==> src/rtl/score_keeper_pkg.sv <==
// Shared definitions for the Pong score keeper: match states, winner codes and BCD helpers.
package score_keeper_pkg;

  localparam int unsigned CLK_HZ  = 50_000_000;
  localparam int unsigned DIGIT_W = 4;
  localparam int unsigned BIN_W   = 8;

  typedef enum logic [1:0] {
    ST_IDLE      = 2'd0,
    ST_PLAY      = 2'd1,
    ST_PAUSE     = 2'd2,
    ST_GAME_OVER = 2'd3
  } state_t;

  localparam logic [1:0] WIN_NONE  = 2'b00;
  localparam logic [1:0] WIN_LEFT  = 2'b01;
  localparam logic [1:0] WIN_RIGHT = 2'b10;

  // Binary value of a two-digit BCD score.
  function automatic logic [BIN_W-1:0] bcd_to_bin(input logic [DIGIT_W-1:0] tens,
                                                  input logic [DIGIT_W-1:0] ones);
    return BIN_W'(BIN_W'(tens) * BIN_W'(10) + BIN_W'(ones));
  endfunction

endpackage

==> src/rtl/score_keeper_bcd_counter_2d.sv <==
// Two-digit BCD up-counter with synchronous clear (clear wins over increment).
module score_keeper_bcd_counter_2d
  import score_keeper_pkg::*;
(
  input  logic               clk,
  input  logic               rst_n,
  input  logic               clr,
  input  logic               inc,
  output logic [DIGIT_W-1:0] ones,
  output logic [DIGIT_W-1:0] tens
);

  localparam logic [DIGIT_W-1:0] DIGIT_MAX = DIGIT_W'(9);

  always_ff @(posedge clk or negedge rst_n) begin
    if (!rst_n) begin
      ones <= '0;
      tens <= '0;
    end else if (clr) begin
      ones <= '0;
      tens <= '0;
    end else if (inc) begin
      if (ones == DIGIT_MAX) begin
        ones <= '0;
        tens <= (tens == DIGIT_MAX) ? '0 : tens + DIGIT_W'(1);
      end else begin
        ones <= ones + DIGIT_W'(1);
      end
    end
  end

endmodule

==> src/rtl/score_keeper.sv <==
// Pong match scorer: goal edge detection, match FSM, serve pause timer and win detection.
module score_keeper
  import score_keeper_pkg::*;
#(
  parameter int unsigned WIN_SCORE    = 11,
  parameter int unsigned PAUSE_CYCLES = CLK_HZ
) (
  input  logic               clk,
  input  logic               rst_n,
  input  logic               goal_left,
  input  logic               goal_right,
  input  logic               new_game,
  output logic [DIGIT_W-1:0] score_l_ones,
  output logic [DIGIT_W-1:0] score_l_tens,
  output logic [DIGIT_W-1:0] score_r_ones,
  output logic [DIGIT_W-1:0] score_r_tens,
  output logic               serve_en,
  output logic               game_over,
  output logic [1:0]         winner
);

  localparam int unsigned        CNT_W      = $clog2(PAUSE_CYCLES + 1);
  localparam logic [CNT_W-1:0]   CNT_RELOAD = CNT_W'(PAUSE_CYCLES - 1);
  localparam logic [BIN_W-1:0]   WIN_BIN    = BIN_W'(WIN_SCORE);

  logic goal_left_q, goal_right_q, new_game_q;
  logic goal_left_rise_c, goal_right_rise_c, new_game_rise_c;

  state_t           state_q, state_d;
  logic [CNT_W-1:0] cnt_q, cnt_d;
  logic             serve_en_d, game_over_d;
  logic [1:0]       winner_d;
  logic             clr_c, inc_l_c, inc_r_c;
  logic [BIN_W-1:0] next_l_bin_c, next_r_bin_c;

  // Rising-edge detectors; zeroed history makes a level high at reset release count once.
  always_ff @(posedge clk or negedge rst_n) begin
    if (!rst_n) begin
      goal_left_q  <= 1'b0;
      goal_right_q <= 1'b0;
      new_game_q   <= 1'b0;
    end else begin
      goal_left_q  <= goal_left;
      goal_right_q <= goal_right;
      new_game_q   <= new_game;
    end
  end

  assign goal_left_rise_c  = goal_left  & ~goal_left_q;
  assign goal_right_rise_c = goal_right & ~goal_right_q;
  assign new_game_rise_c   = new_game   & ~new_game_q;

  // Score after a prospective increment, compared in binary against WIN_SCORE.
  assign next_l_bin_c = bcd_to_bin(score_l_tens, score_l_ones) + BIN_W'(1);
  assign next_r_bin_c = bcd_to_bin(score_r_tens, score_r_ones) + BIN_W'(1);

  always_comb begin
    state_d     = state_q;
    cnt_d       = cnt_q;
    serve_en_d  = serve_en;
    game_over_d = game_over;
    winner_d    = winner;
    clr_c       = 1'b0;
    inc_l_c     = 1'b0;
    inc_r_c     = 1'b0;

    if (new_game_rise_c) begin
      state_d     = ST_PAUSE;
      cnt_d       = CNT_RELOAD;
      clr_c       = 1'b1;
      serve_en_d  = 1'b0;
      game_over_d = 1'b0;
      winner_d    = WIN_NONE;
    end else begin
      case (state_q)
        ST_IDLE: begin
          serve_en_d = 1'b0;
        end
        ST_PLAY: begin
          if (goal_left_rise_c && goal_right_rise_c) begin
            state_d    = ST_PAUSE;
            cnt_d      = CNT_RELOAD;
            serve_en_d = 1'b0;
          end else if (goal_right_rise_c) begin
            inc_l_c    = 1'b1;
            serve_en_d = 1'b0;
            if (next_l_bin_c == WIN_BIN) begin
              state_d     = ST_GAME_OVER;
              game_over_d = 1'b1;
              winner_d    = WIN_LEFT;
            end else begin
              state_d = ST_PAUSE;
              cnt_d   = CNT_RELOAD;
            end
          end else if (goal_left_rise_c) begin
            inc_r_c    = 1'b1;
            serve_en_d = 1'b0;
            if (next_r_bin_c == WIN_BIN) begin
              state_d     = ST_GAME_OVER;
              game_over_d = 1'b1;
              winner_d    = WIN_RIGHT;
            end else begin
              state_d = ST_PAUSE;
              cnt_d   = CNT_RELOAD;
            end
          end
        end
        ST_PAUSE: begin
          if (cnt_q == '0) begin
            state_d    = ST_PLAY;
            serve_en_d = 1'b1;
          end else begin
            cnt_d = cnt_q - CNT_W'(1);
          end
        end
        ST_GAME_OVER: begin
          serve_en_d  = 1'b0;
          game_over_d = 1'b1;
        end
      endcase
    end
  end

  always_ff @(posedge clk or negedge rst_n) begin
    if (!rst_n) begin
      state_q   <= ST_IDLE;
      cnt_q     <= '0;
      serve_en  <= 1'b0;
      game_over <= 1'b0;
      winner    <= WIN_NONE;
    end else begin
      state_q   <= state_d;
      cnt_q     <= cnt_d;
      serve_en  <= serve_en_d;
      game_over <= game_over_d;
      winner    <= winner_d;
    end
  end

  score_keeper_bcd_counter_2d u_score_l (
    .clk   (clk),
    .rst_n (rst_n),
    .clr   (clr_c),
    .inc   (inc_l_c),
    .ones  (score_l_ones),
    .tens  (score_l_tens)
  );

  score_keeper_bcd_counter_2d u_score_r (
    .clk   (clk),
    .rst_n (rst_n),
    .clr   (clr_c),
    .inc   (inc_r_c),
    .ones  (score_r_ones),
    .tens  (score_r_tens)
  );

endmodule

==> config.mk <==
export PLATFORM = sky130hd
export DESIGN_NAME = score_keeper
export DESIGN_NICKNAME = d
export VERILOG_FILES = /design/src/rtl/score_keeper_pkg.sv /design/src/rtl/score_keeper_bcd_counter_2d.sv /design/src/rtl/score_keeper.sv
export SDC_FILE = /design/constraint.sdc
export NUM_CORES = 1
export LEC_CHECK = 0
export BUFFER_PORTS_ARGS = -buffer_cell sky130_fd_sc_hd__buf_2
export CAP_MARGIN = 20
export CORE_UTILIZATION = 55
export CTS_CLUSTER_DIAMETER = 50
export CTS_CLUSTER_SIZE = 8
export DETAILED_ROUTE_END_ITERATION = 8
export PLACE_DENSITY_LB_ADDON = 0.08
export SYNTH_ARGS = -nofsm -noshare
export SYNTH_HDL_FRONTEND = slang
export SYNTH_SLANG_ARGS = --single-unit
export TNS_END_PERCENT = 30
==> constraint.sdc <==
create_clock -name clk -period 8.6 [get_ports clk]
set_input_delay 0 -clock clk [delete_from_list [all_inputs] [get_ports clk]]
set_output_delay 0 -clock clk [all_outputs]
set_load 0.05 [all_outputs]
Word level (Yosys, flattened, before mapping)

Index checks and enable logic that the tools add are counted.
Widths: inputs -> output; s select.

Add/sub/neg operators: 9
$mul: 2
Multiplexer cells: 60
Bitwise gates (word level): 6
Eq/ne operators: 20
Reductions and logical operators: 20

Operators with widths:

| cell                  | number |
|---|---|
| $mux 26               | 7 |
| $mux 4                | 14 |
| $pmux 26 s2           | 1 |
| $logic_not 26->1      | 1 |
| $sub 26x1->26 const B | 1 |
| $mux 2                | 12 |
| $mux 1                | 23 |
| $add 4x1->4 const B   | 4 |
| $add 8x1->8 const B   | 2 |
| $add 8x4->8           | 2 |
| $eq 4x4->1 const B    | 4 |
| $eq 8x4->1 const B    | 2 |
| $ne 5x5->1 const B    | 3 |
| $reduce_and 5->1      | 3 |
| $mul 4x3->7 const B   | 2 |
| $ne 4x4->1 const B    | 3 |
| $reduce_bool 3->1     | 4 |
| $reduce_bool 2->1     | 5 |
| $ne 3x3->1 const B    | 3 |
| $reduce_and 2->1      | 3 |
| $eq 2x2->1 const B    | 2 |
| $pmux 2 s2            | 1 |
| $and 1x1->1           | 3 |
| $ne 3x1->1 const B    | 1 |
| 9 further kinds       | 11 |

Register bits after elaboration: 51
Bits of input ports: 5
Output and inout port bits: 20
Logic and storage cells: 129

Longest topological paths before layout

Gate-level depths: netlist (run 1).

Depth in word-level cells: 10
Mapped depth: 10

By module

Synthesis (run 1) repeated with hierarchy kept, for this count alone.

Cell total of the unflattened synthesis: 392
Area, all modules: 3619.7 um^2

By module, submodules not included:

| module                      | sequential area each (um^2) | area each (um^2) | cells an instance | instances |
|---|---|---|---|---|
| score_keeper                | 875.8                       | 2633.8           | 298               | 1 |
| score_keeper_bcd_counter_2d | 200.2                       | 493.0            | 47                | 2 |

Least setup slack after synthesis (run 1)

No wires, ideal clock.

Kind: flip-flop to flip-flop
Start: register u_score_l.tens[3]
End: register cnt_q[10]
Period minus slack after synthesis: 3228 ps
Slack: 5372 ps
Required time: 8474 ps
Arrival time: 3102 ps
Cell stages (with the launch flop): 10
Path through: dfrtp_1 > ha_1 > ha_1 > fa_1 > and2_1 > a21o_1 > a221oi_1 > nor4b_1 > a211o_2 > a221o_1

Word-level cells in the longest chain between the ends: 6

Ends and longest elaborated chain:

| what                              | RTL line                          | source |
|---|---|---|
| from (decl)                       | score_keeper_bcd_counter_2d.sv:10 | `output logic [DIGIT_W-1:0] tens` |
| from (signal assigned)            | score_keeper_bcd_counter_2d.sv:25 | `tens <= (tens == DIGIT_MAX) ? '0 : tens + DIGIT_W'(1);` |
| $mul 4x3->7                       | score_keeper_pkg.sv:22            | `return BIN_W'(BIN_W'(tens) * BIN_W'(10) + BIN_W'(ones));` |
| $add 8x4->8                       | score_keeper_pkg.sv:22            |  |
| $add 8x1->8                       | score_keeper.sv:54                | `assign next_l_bin_c = bcd_to_bin(score_l_tens, score_l_ones) + BIN_W'(1);` |
| $eq 8x4->1                        | score_keeper.sv:87                | `if (next_l_bin_c == WIN_BIN) begin` |
| $ne 5x5->1 (no source line)       | -                                 |  |
| $reduce_and 5->1 (no source line) | -                                 |  |
| to (signal assigned)              | score_keeper.sv:133               | `cnt_q <= cnt_d;` |
| to (decl)                         | score_keeper.sv:30                | `logic [CNT_W-1:0] cnt_q, cnt_d;` |

No other way between the ends.
A chain may end at the register's enable or synchronous reset.

Final worst setup path (run 1)

Start: register u_score_r.tens[3]
End: register cnt_q[22]

Word-level cells in the longest chain between the ends: 6

Ends and longest elaborated chain:

| what                              | RTL line                          | source |
|---|---|---|
| from (decl)                       | score_keeper_bcd_counter_2d.sv:10 |  |
| from (signal assigned)            | score_keeper_bcd_counter_2d.sv:25 |  |
| $mul 4x3->7                       | score_keeper_pkg.sv:22            |  |
| $add 8x4->8                       | score_keeper_pkg.sv:22            |  |
| $add 8x1->8                       | score_keeper.sv:55                | `assign next_r_bin_c = bcd_to_bin(score_r_tens, score_r_ones) + BIN_W'(1);` |
| $eq 8x4->1                        | score_keeper.sv:98                | `if (next_r_bin_c == WIN_BIN) begin` |
| $ne 5x5->1 (no source line)       | -                                 |  |
| $reduce_and 5->1 (no source line) | -                                 |  |

No other way between the ends.

==> out/qor.txt, run 1 <==
Result of the run - finished clean
Clock sink total - 51
Kind of critical path - flop to flop
RePlAce Congestion - 0.766
Crit path DAT - 3.63 ns
EDFF count, synth - 0
Smallest setup slack after layout - 5.17 ns
Yosys warning count - 0
Slew HR - 40.2%
Combinational cell fraction of total power - 39.1%
Synthesized area - 0.00325 mm^2
Sequential Power Share - 40.0%
Ant diodes - 0
Top post-synthesis cells by area - dfrtp_1 (39%), ha_1 (8.8%), o21ai_0 (3.8%)
First-pass GRT wire length - 12.0 mm
DR DRC count - 0
Seq cells post-synth - 51
Syn Nets - 370
Unrepaired setup endpoints after global routing - false
FILL cells - 478
Register area - 0.00128 mm^2
PostCTS Resize Cnt - 0
Initial antenna violation count - 0
GRT Residual Overflow - 0
Skew-Pair Late Insertion Delay - 0.31 ns
H-tree Lvls - 2
Final Util - 63.5%
Cell count after synthesis - 340
DRT Wirelength - 6.83 mm
Fmax achieved - 291 MHz
Antenna violation net count after detailed routing - 0
CTS Buf Count - 5
Hold Crit Class - input port to asynchronous set/reset pin
Routed vias/inst - 6.05
Vias in the first global route - 2,668
Worst-margin pin slew - 0.895 ns
Root Driver - clkbuf_8
Worst setup EP type - flop
Pin count of the biggest net entering global routing - 52
NetSw - 0.351 mW
WL per Instance - 15.5 um
Max-cap viol count - 0
Max clock buf depth - 2
Int Pwr - 0.476 mW
Cell Pwr Density - 232 mW/mm^2
Clock transition at path regs - 0.10 ns
CTS tree - built
Final worst path period share - 39.9%
Initial DRC count - 185
Io pins - 25
Starting Density - 58.0%
PortBufs - 24
Pre-CTS setup slack - 5.23 ns
Clk_skew - 0.00860 ns
Leak - 1.54 nW
Max FO, Critical Path - 12
Clk pwr share - 20.8%
Final setup violation count - 0
Layout cells sized above 1 - 14.4%
Final Hold Viols - 0
Post-synthesis sequential area ratio - 39.2%
VDD IR-drop max - 0.117 mV
Synth Flop Type - dfrtp_1
DP Wirelength - 4.70 mm
Synth top area share - 39.2%
Horiz. Die Dim - 78.9 um
Multi-input gate area - 0.00187 mm^2
Yosys top cell by area - dfrtp_1
Switching fraction of total power - 42.4%
Synth Area per Inst - 9.57 um^2
Tot GR Track Use - 24.2%
Area growth syn-to-layout - 9.46%
CP required - 8.80 ns
Count of different cell masters after synthesis - 63
Max-slew violations - 0
Die Height - 78.9 um
Die area - 0.00623 mm^2
Rows - 27
Vias - 2,660
Startpoint types - flop
Tmin final - 3.43 ns
CORE AREA - 0.00561 mm^2
Detailed Routing Iterations Pass 1 - 5
Nets - 397
Setup TNS - 0 ns
Share of flip-flops with an asynchronous set or reset - 100%
-- cell usage in the layout (no fill, tap or decap), types with 7 or more instances in the layout --
cell type  instances
o21ai_0           25
nor2b_1           11
ha_1              23
inv_1             11
nor2_1            30
nand2_1           31
a21oi_1           11
dfrtp_1           51
nand3_1           12
nor3_1            10
o31ai_1           13
a2bb2oi_1          9
xor2_1             7
buf_2             24
-- worst paths after layout --
kind                       slack (ns)                end  depth (start not counted)         startpoint
setup / recovery                 5.17          cnt_q[22]                          8  u_score_r.tens[3]
hold / removal                   0.32  u_score_r.tens[2]                          3              rst_n
setup reg to reg                 5.17          cnt_q[22]                          8  u_score_r.tens[3]
hold reg to reg                  0.51          cnt_q[20]                          1          cnt_q[20]
max in group asynchronous        7.84          cnt_q[18]                          3              rst_n
min in group clk                 0.35        goal_left_q                          2          goal_left
-- layout make-up --
cell class,count,area share (%)
Clock buffer,5,1.93
Multi-Input combinational cell,268,52.4
Sequential cell,51,35.8
Clock inverter,3,1.23
Tap cell,72,2.53
Inverter,11,1.16
Timing Repair Buffer,30,4.92
-- flip-flops by register name (all words and copies together) (netlist names) --
name            count
state_q             2
u_score_r.tens      4
u_score_r.ones      4
u_score_l.tens      4
game_over           1
cnt_q              26
u_score_l.ones      4
goal_right_q        1
serve_en            1
goal_left_q         1
winner              2
new_game_q          1
-- critical path: stages (launching register included) --
cell	delay (ns)
dfrtp_1	0.48
ha_1	0.31
ha_1	0.23
fa_1	0.51
nand4_1	0.08
or3_2	0.43
a31oi_1	0.56
a211oi_2	0.36
o221a_2	0.35
-- power groups by stage --
| stage | combinational (mW) | clock, mW | sequential (mW) |
|---|---|---|---|
| floorplan | 0.171 | 0 | 0.408 |
| global placement | 0.312 | 0 | 0.334 |
| detailed placement | 0.322 | 0 | 0.335 |
| CTS | 0.325 | 0.178 | 0.331 |
| global route | 0.358 | 0.184 | 0.339 |
| finish | 0.324 | 0.172 | 0.331 |
-- per-stage QoR --
step | cells | total power [mW] | hold WS (ns) | instance area, um^2
5_1_grt | 440 | 0.881 | 0.352 | 3560
6_report | 440 | 0.827 | 0.320 | 3560
3_5_place_dp | 428 | 0.657 | 0.122 | 3410
2_1_floorplan | 340 | 0.579 | -0.296 | 3250
4_1_cts | 440 | 0.834 | 0.332 | 3560
3_3_place_gp | 428 | 0.646 | 0.121 | 3410
-- synth_stat cells, types with 2 or more instances --
master	instances
dfrtp_1	51
nand2_1	31
nor2_1	30
o21ai_0	25
ha_1	23
o31ai_1	13
nand3_1	12
a21oi_1	11
inv_1	11
nor2b_1	11
nor3_1	10
a2bb2oi_1	9
xor2_1	7
a31oi_1	5
nand2b_1	5
o211ai_1	5
o41ai_1	5
xnor2_1	5
buf_6	3
clkbuf_1	3
mux2_2	3
nand4_1	3
nor3b_1	3
o2bb2ai_1	3
a221o_1	2
and2b_2	2
and3_1	2
clkbuf_2	2
fa_1	2
nand3b_1	2
nand4b_1	2
nor4b_1	2
o2111ai_1	2
o221a_2	2
or2_2	2
or3_1	2
or3_2	2
or4_1	2
-- per-layer routing --
metal / vias to the layer above / global-route usage (%) / share of wire, %
met1: 1280 / 30.1 / 47
met4: 0 / 8.00 / 1.3
met5: - / 0 / 0
met3: 8 / 4.02 / 3.2
met2: 46 / 42.5 / 49
li1: 1326 / - / -
-- repair_timing --
item                      CTS  global route
setup buffers               0             0
hold buffers                4             0
hold endpoints to repair   54             0
-- cell families after synthesis --
family / after synthesis / synth area share (%)
and+or+nand+nor: 131 / 21.5
AOI/OAI and AO/OA: 96 / 21.2
DFF: 51 / 39.2
adders and majority gates: 25 / 10.1
buffers and inverters: 21 / 3.42
xor gates and xnor gates: 12 / 3.23
muxes: 4 / 1.35
No activity file was read; power rests on OpenSTA's default activity.
==> run 2, diff against run 1 <==
clock period = 3.45 ns   (was 8.6 ns; I/O delays follow)
==> run 2 against run 1 <==
Net effect:
- via count increased by 0.68%
- register-to-register slack worse by 4.9 ns
- clock skew shrank 0.0030 ns
- global-route usage about the same
- non-clock buffer count up 6
- sequential power up 150%
==> out/qor.txt, run 2 (synthesis results as in run 1) <==
Rows - 27 (unchanged)
Max clock buf depth - 2 (unchanged)
Leak - 1.56 nW (+1.0%)
Die area - 0.00623 mm^2 (unchanged)
Skew-Pair Late Insertion Delay - 0.31 ns (about the same)
Placed insts - 434 (+1.4%)
Clock sink total - 51 (unchanged)
Result of the run - finished clean
Slack of the worst reg-to-reg path - 0.24 ns (-4.93 ns)
Most frequent cells in the layout - dfrtp_1 (51), nand2_1 (31), nor2_1 (30)
CTS Buf Count - 5 (unchanged)
Smallest setup slack after layout - 0.241 ns (-4.93 ns)
CTS tree - built
Initial antenna violation count - 0 (unchanged)
Crit path DAT - 3.41 ns (-0.22 ns)
Area growth syn-to-layout - 10.3%
Vias - 2,678 (+0.68%)
Max FO, Critical Path - 14 (+2)
Final setup violation count - 0 (unchanged)
Io pins - 25 (unchanged)
Cell Pwr Density - 559 mW/mm^2 (+140%)
Clock transition at path regs - 0.10 ns (about the same)
Worst reg2reg endpoint - cnt_q[10]
RePlAce Congestion - 0.817 (+6.6%)
Unrepaired setup endpoints after global routing - false
Hold Crit Class - input port to asynchronous set/reset pin
Tmin final - 3.21 ns (-0.224 ns)
Reg2reg start - u_score_l.tens[3]
Pin count of the biggest net entering global routing - 36 (-31%)
Kind of critical path - flop to flop
Detailed Routing Iterations Pass 1 - 4 (-1)
Vias in the first global route - 2,483 (-6.9%)
Die Height - 78.9 um (unchanged)
Starting Density - 58.0% (unchanged)
Worst reg2reg path depth - 9 (+1)
Fmax achieved - 312 MHz (+7.0%)
Routed vias/inst - 6.00 (-0.68%)
Slew HR - 53.1% (+13 points)
Horiz. Die Dim - 78.9 um (unchanged)
Pre-CTS setup slack - 0.00626 ns (-5.23 ns)
Layout cells sized above 1 - 15.8% (+1.4 points)
Antenna violation net count after detailed routing - 0 (unchanged)
CP required - 3.66 ns (-5.14 ns)
Nets - 403 (+1.5%)
Max-cap viol count - 0 (unchanged)
Initial DRC count - 111 (-40%)
DP Wirelength - 4.81 mm (+2.3%)
Non-Filler Instances - 446 (+1.4%)
H-tree Lvls - 2 (unchanged)
Ant diodes - 0 (unchanged)
PortBufs - 24 (unchanged)
Startpoint types - flop
Root Driver - clkbuf_8
Final worst path period share - 93.0% (+53 points)
Largest Register - cnt_q
First-pass GRT wire length - 11.7 mm (-2.2%)
DRT Wirelength - 6.85 mm (+0.34%)
WL per Instance - 15.4 um (-1.0%)
Worst setup EP type - flop
Tot GR Track Use - 24.2% (+0.025 points)
VDD IR-drop max - 0.404 mV (+240%)
CORE AREA - 0.00561 mm^2 (unchanged)
DR DRC count - 0 (unchanged)
Worst-margin pin slew - 0.701 ns (-0.194 ns)
Post-CTS setup repair buffer count - 0 (unchanged)
Clk_skew - 0.00560 ns (-0.00300 ns)
Most common cell after layout, fill and taps aside - dfrtp_1
Max-slew violations - 0 (unchanged)
Final Hold Viols - 0 (unchanged)
Setup TNS - 0 ns (unchanged)
GRT Residual Overflow - 0 (unchanged)
Max reg flops - 26 (unchanged)
-- run 2: changes by cell type in the layout (fill, tap and decap cells not counted), sizes merged --
cell	change
clkinvlp	+2
clkinv	-1
buf	+6
bufinv	-1
-- run 2: layout make-up --
type | instances | area [um^2]
Inverter | 11 | 41.3
Sequential cell | 51 | 1280
Fill cell | 496 | 2020
Tap cell | 72 | 90.1
Clock buffer | 5 | 68.8
Timing Repair Buffer | 36 | 220
Clock inverter | 3 | 20.0
Multi-Input combinational cell | 268 | 1870
-- run 2: through the flow --
| stage | power, mW | hold WS (ns) | area (um^2) | utilization [%] |
|---|---|---|---|---|
| final | 2.01 | 0.129 | 3590 | 64.0 |
| after global routing | 2.14 | 0.170 | 3590 | 64.0 |
| after CTS | 2.02 | 0.137 | 3590 | 64.0 |
| after detailed placement | 1.65 | -0.0485 | 3450 | 61.6 |
| after global placement | 1.63 | -0.0556 | 3450 | 61.6 |
| after floorplan | 1.44 | -0.296 | 3250 | - |
-- run 2: timing repair --
action / 4_1_cts / 5_1_grt
hold endpoints to repair: 19 / 0
hold buffers: 4 / 0
endpoints found under the setup margin: 1 / 0
gates resized for setup: 1 / 0
-- run 2: how the worst max path moves through the flow --
| stage | from | endpoint | depth (start not counted) |
|---|---|---|---|
| CTS | u_score_l.tens[3] | cnt_q[22] | 9 |
| global placement | u_score_l.tens[3] | cnt_q[22] | 9 |
| global route | u_score_l.tens[3] | cnt_q[22] | 9 |
| finish | u_score_l.tens[3] | cnt_q[10] | 9 |
| detailed placement | u_score_l.tens[3] | cnt_q[22] | 9 |
| floorplan | u_score_l.tens[3] | cnt_q[10] | 9 |
-- run 2: power by group --
| part | switching, mW | internal, mW |
|---|---|---|
| registers | 0.126 | 0.689 |
| logic | 0.538 | 0.296 |
| clock network | 0.216 | 0.142 |
-- run 2: worst max-delay path, cell delays in order (launching register included) --
cell,delay [ns]
dfrtp_1,0.48
ha_1,0.31
ha_1,0.23
fa_1,0.43
and2_1,0.16
a21o_1,0.16
a221oi_1,0.31
nor4b_1,0.16
a211o_2,0.47
a221o_1,0.39
-- run 2: routing by layer --
| metal | part of all wire [%] | routed length (um) | up-vias | track usage, % |
|---|---|---|---|---|
| li1 | - | - | 1329 | - |
| met1 | 49 | 3350 | 1300 | 33.0 |
| met2 | 47 | 3250 | 43 | 39.1 |
| met3 | 2.7 | 183 | 6 | 4.83 |
| met4 | 1.0 | 69 | 0 | 6.91 |
| met5 | 0 | 0 | - | 0 |
==> run 3, diff against run 2 <==
==> constraint.sdc (replaced) <==
create_clock -name clk -period 3.45 [get_ports clk]
set_input_delay 0.69 -clock clk [delete_from_list [all_inputs] [get_ports clk]]
set_output_delay 0.69 -clock clk [all_outputs]
set_load 0.05 [all_outputs]
==> run 3 against run 2 <==
Net effect:
- critical endpoint unchanged
- clock skew increased by 0.011 ns
- clock power increased by 19%
- core utilization unchanged
- sequential power about the same
- fmax decreased by 0.27%
- count of clock-buffer cells in the layout unchanged
- cell count decreased by 0.45%
- register-to-register slack about the same
==> out/qor.txt, run 3 (synthesis results as in run 1) <==
Final Hold Viols - 0 (unchanged)
Multi-input gate area - 0.00187 mm^2 (unchanged)
CP required - 3.65 ns (about the same)
Tmin final - 3.22 ns (+0.00864 ns)
Routed vias/inst - 6.02 (+0.34%)
Skew-Pair Late Insertion Delay - 0.31 ns (about the same)
Io pins - 25 (unchanged)
Max FO, Critical Path - 14 (unchanged)
Worst reg2reg path depth - 9 (unchanged)
Startpoint types - flop
DRT Wirelength - 6.87 mm (+0.20%)
RePlAce Congestion - 0.806 (-1.3%)
Result of the run - finished clean
CTS Buf Count - 5 (unchanged)
Slew HR - 47.2% (-5.9 points)
Rows - 27 (unchanged)
Largest Register - cnt_q
Clock transition at path regs - 0.11 ns (about the same)
Max-slew violations - 0 (unchanged)
GRT Residual Overflow - 0 (unchanged)
Initial antenna violation count - 0 (unchanged)
WL met1 - 3.20 mm (-4.5%)
Nets - 401 (-0.50%)
Pin count of the biggest net entering global routing - 37 (+2.8%)
Initial DRC count - 127 (+14%)
Most frequent cells in the layout - dfrtp_1 (50), nand2_1 (31), nor2_1 (30)
Reg2reg start - u_score_l.tens[3]
Uppermost layer routed - met4
Combinational cell fraction of total power - 40.3% (-1.3 points)
Tot GR Track Use - 23.9% (-0.33 points)
Root Driver - clkbuf_8
Max reg flops - 26 (unchanged)
Ant diodes - 0 (unchanged)
WL met2 - 3.34 mm (+2.9%)
Fmax achieved - 311 MHz (-0.27%)
Worst setup EP type - flop
Post-CTS setup repair buffer count - 0 (unchanged)
Int Pwr - 1.20 mW (+6.6%)
Worst-margin pin slew - 0.793 ns (+0.0919 ns)
Met3 WL - 196 um (+7.1%)
Max clock buf depth - 2 (unchanged)
Most common cell after layout, fill and taps aside - dfrtp_1
Worst reg2reg endpoint - cnt_q[10]
Area growth syn-to-layout - 10.3% (unchanged)
Setup TNS - 0 ns (unchanged)
Starting Density - 58.0% (unchanged)
Clk pwr share - 20.5% (+2.7 points)
Antenna violation net count after detailed routing - 0 (unchanged)
Final setup violation count - 0 (unchanged)
Placed cell area - 0.00347 mm^2 (+0.43%)
DR DRC count - 0 (unchanged)
CTS tree - built
Slack of the worst reg-to-reg path - 0.23 ns (about the same)
Vias - 2,675 (-0.11%)
Final Cell Area - 0.00359 mm^2 (unchanged)
Switching fraction of total power - 42.2% (-1.6 points)
CTS Hold Buffers Added - 0 (-4)
WL per Instance - 15.5 um (+0.66%)
Clock sink total - 51 (unchanged)
Sequential Power Share - 39.2% (-1.4 points)
First-pass GRT wire length - 11.6 mm (-1.3%)
Hold Crit Class - input port to asynchronous set/reset pin
Worst Setup EP - cnt_q[10]
Final worst path period share - 93.3% (+0.25 points)
Leak - 1.57 nW (+0.56%)
Register area - 0.00128 mm^2 (about the same)
NetSw - 0.879 mW (about the same)
Crit path DAT - 3.42 ns (about the same)
Kind of critical path - flop to flop
CORE AREA - 0.00561 mm^2 (unchanged)
Max-cap viol count - 0 (unchanged)
Vias in the first global route - 2,533 (+2.0%)
Horiz. Die Dim - 78.9 um (unchanged)
DP Wirelength - 4.95 mm (+3.0%)
Die area - 0.00623 mm^2 (unchanged)
Die Height - 78.9 um (unchanged)
VDD IR-drop max - 0.369 mV (-8.5%)
Clk_skew - 0.0170 ns (+0.0114 ns)
PortBufs - 24 (unchanged)
Detailed Routing Iterations Pass 1 - 4 (unchanged)
Layout cells sized above 1 - 16.7% (+0.89 points)
Cell Pwr Density - 580 mW/mm^2 (+3.7%)
FILL cells - 504 (+1.6%)
Final Total Pwr - 2.08 mW (+3.7%)
H-tree Lvls - 2 (unchanged)
Unrepaired setup endpoints after global routing - false
Worst setup startpoint - u_score_l.tens[3]
==> run 3: cell types whose count changed in the layout (fill, tap and decap cells not counted), sizes merged <==
cell and delta:
buf +2, dlygate4sd3 -4, clkinvlp -2, clkinv +1, bufinv +1
==> run 3: worst max-delay path, cell delays in order, from the launching register on <==
cell and delay (ns):
dfrtp_2 0.48, ha_1 0.29, ha_1 0.22, fa_1 0.44
and2_1 0.17, a21o_1 0.17, a221oi_1 0.32, nor4b_1 0.16
a211o_2 0.47, a221o_1 0.38
==> run 3: through the flow <==
stage                     cells  worst slack [ns]  util, %  hold WS [ns]
after CTS                   444             0.184     64.0         0.483
after detailed placement    436           -0.0126     61.9         0.477
after global routing        444            0.0235     64.0         0.492
after floorplan             340             0.222        -         0.394
final                       444             0.232     64.0         0.453
after global placement      436             0.104     61.9         0.480
==> run 3: metal layers <==
layer / vias to the layer above / GRT usage (%)
li1: 1331 / -
met1: 1285 / 30.9
met2: 46 / 40.8
met3: 13 / 3.91
met4: 0 / 7.64
met5: - / 0
==> run 3: power groups by stage <==
stage	clock network [mW]	registers [mW]	logic, mW
finish	0.426	0.817	0.838
global route	0.454	0.833	0.925
CTS	0.443	0.815	0.844
detailed placement	0	0.826	0.840
global placement	0	0.822	0.809
floorplan	0	1.02	0.426
==> run 3: what timing repair did <==
action / CTS / global route
resized for setup: 1 / 1
pin swaps: 0 / 1
setup endpoints to repair: 1 / 3
gates cloned: 0 / 0
==> run 3: area by class of cell <==
class / count / share of cell area [%]
clock buffer: 5 / 1.92
clock inverter: 3 / 1.22
inverter: 11 / 1.15
multi-input combinational: 268 / 52.2
sequential: 51 / 35.6
tap: 72 / 2.51
timing repair buffer: 34 / 5.44
==> run 3: worst min-delay path by stage <==
stage                         start                 to  slack [ns]  cells past startpoint
after detailed placement  cnt_q[20]          cnt_q[20]        0.48                      1
after global placement    game_over          game_over        0.48                      2
final                         rst_n        goal_left_q        0.45                      1
after global routing      goal_left        goal_left_q        0.49                      1
after CTS                     rst_n  u_score_r.tens[2]        0.48                      1
after floorplan               rst_n           cnt_q[0]        0.39                      0
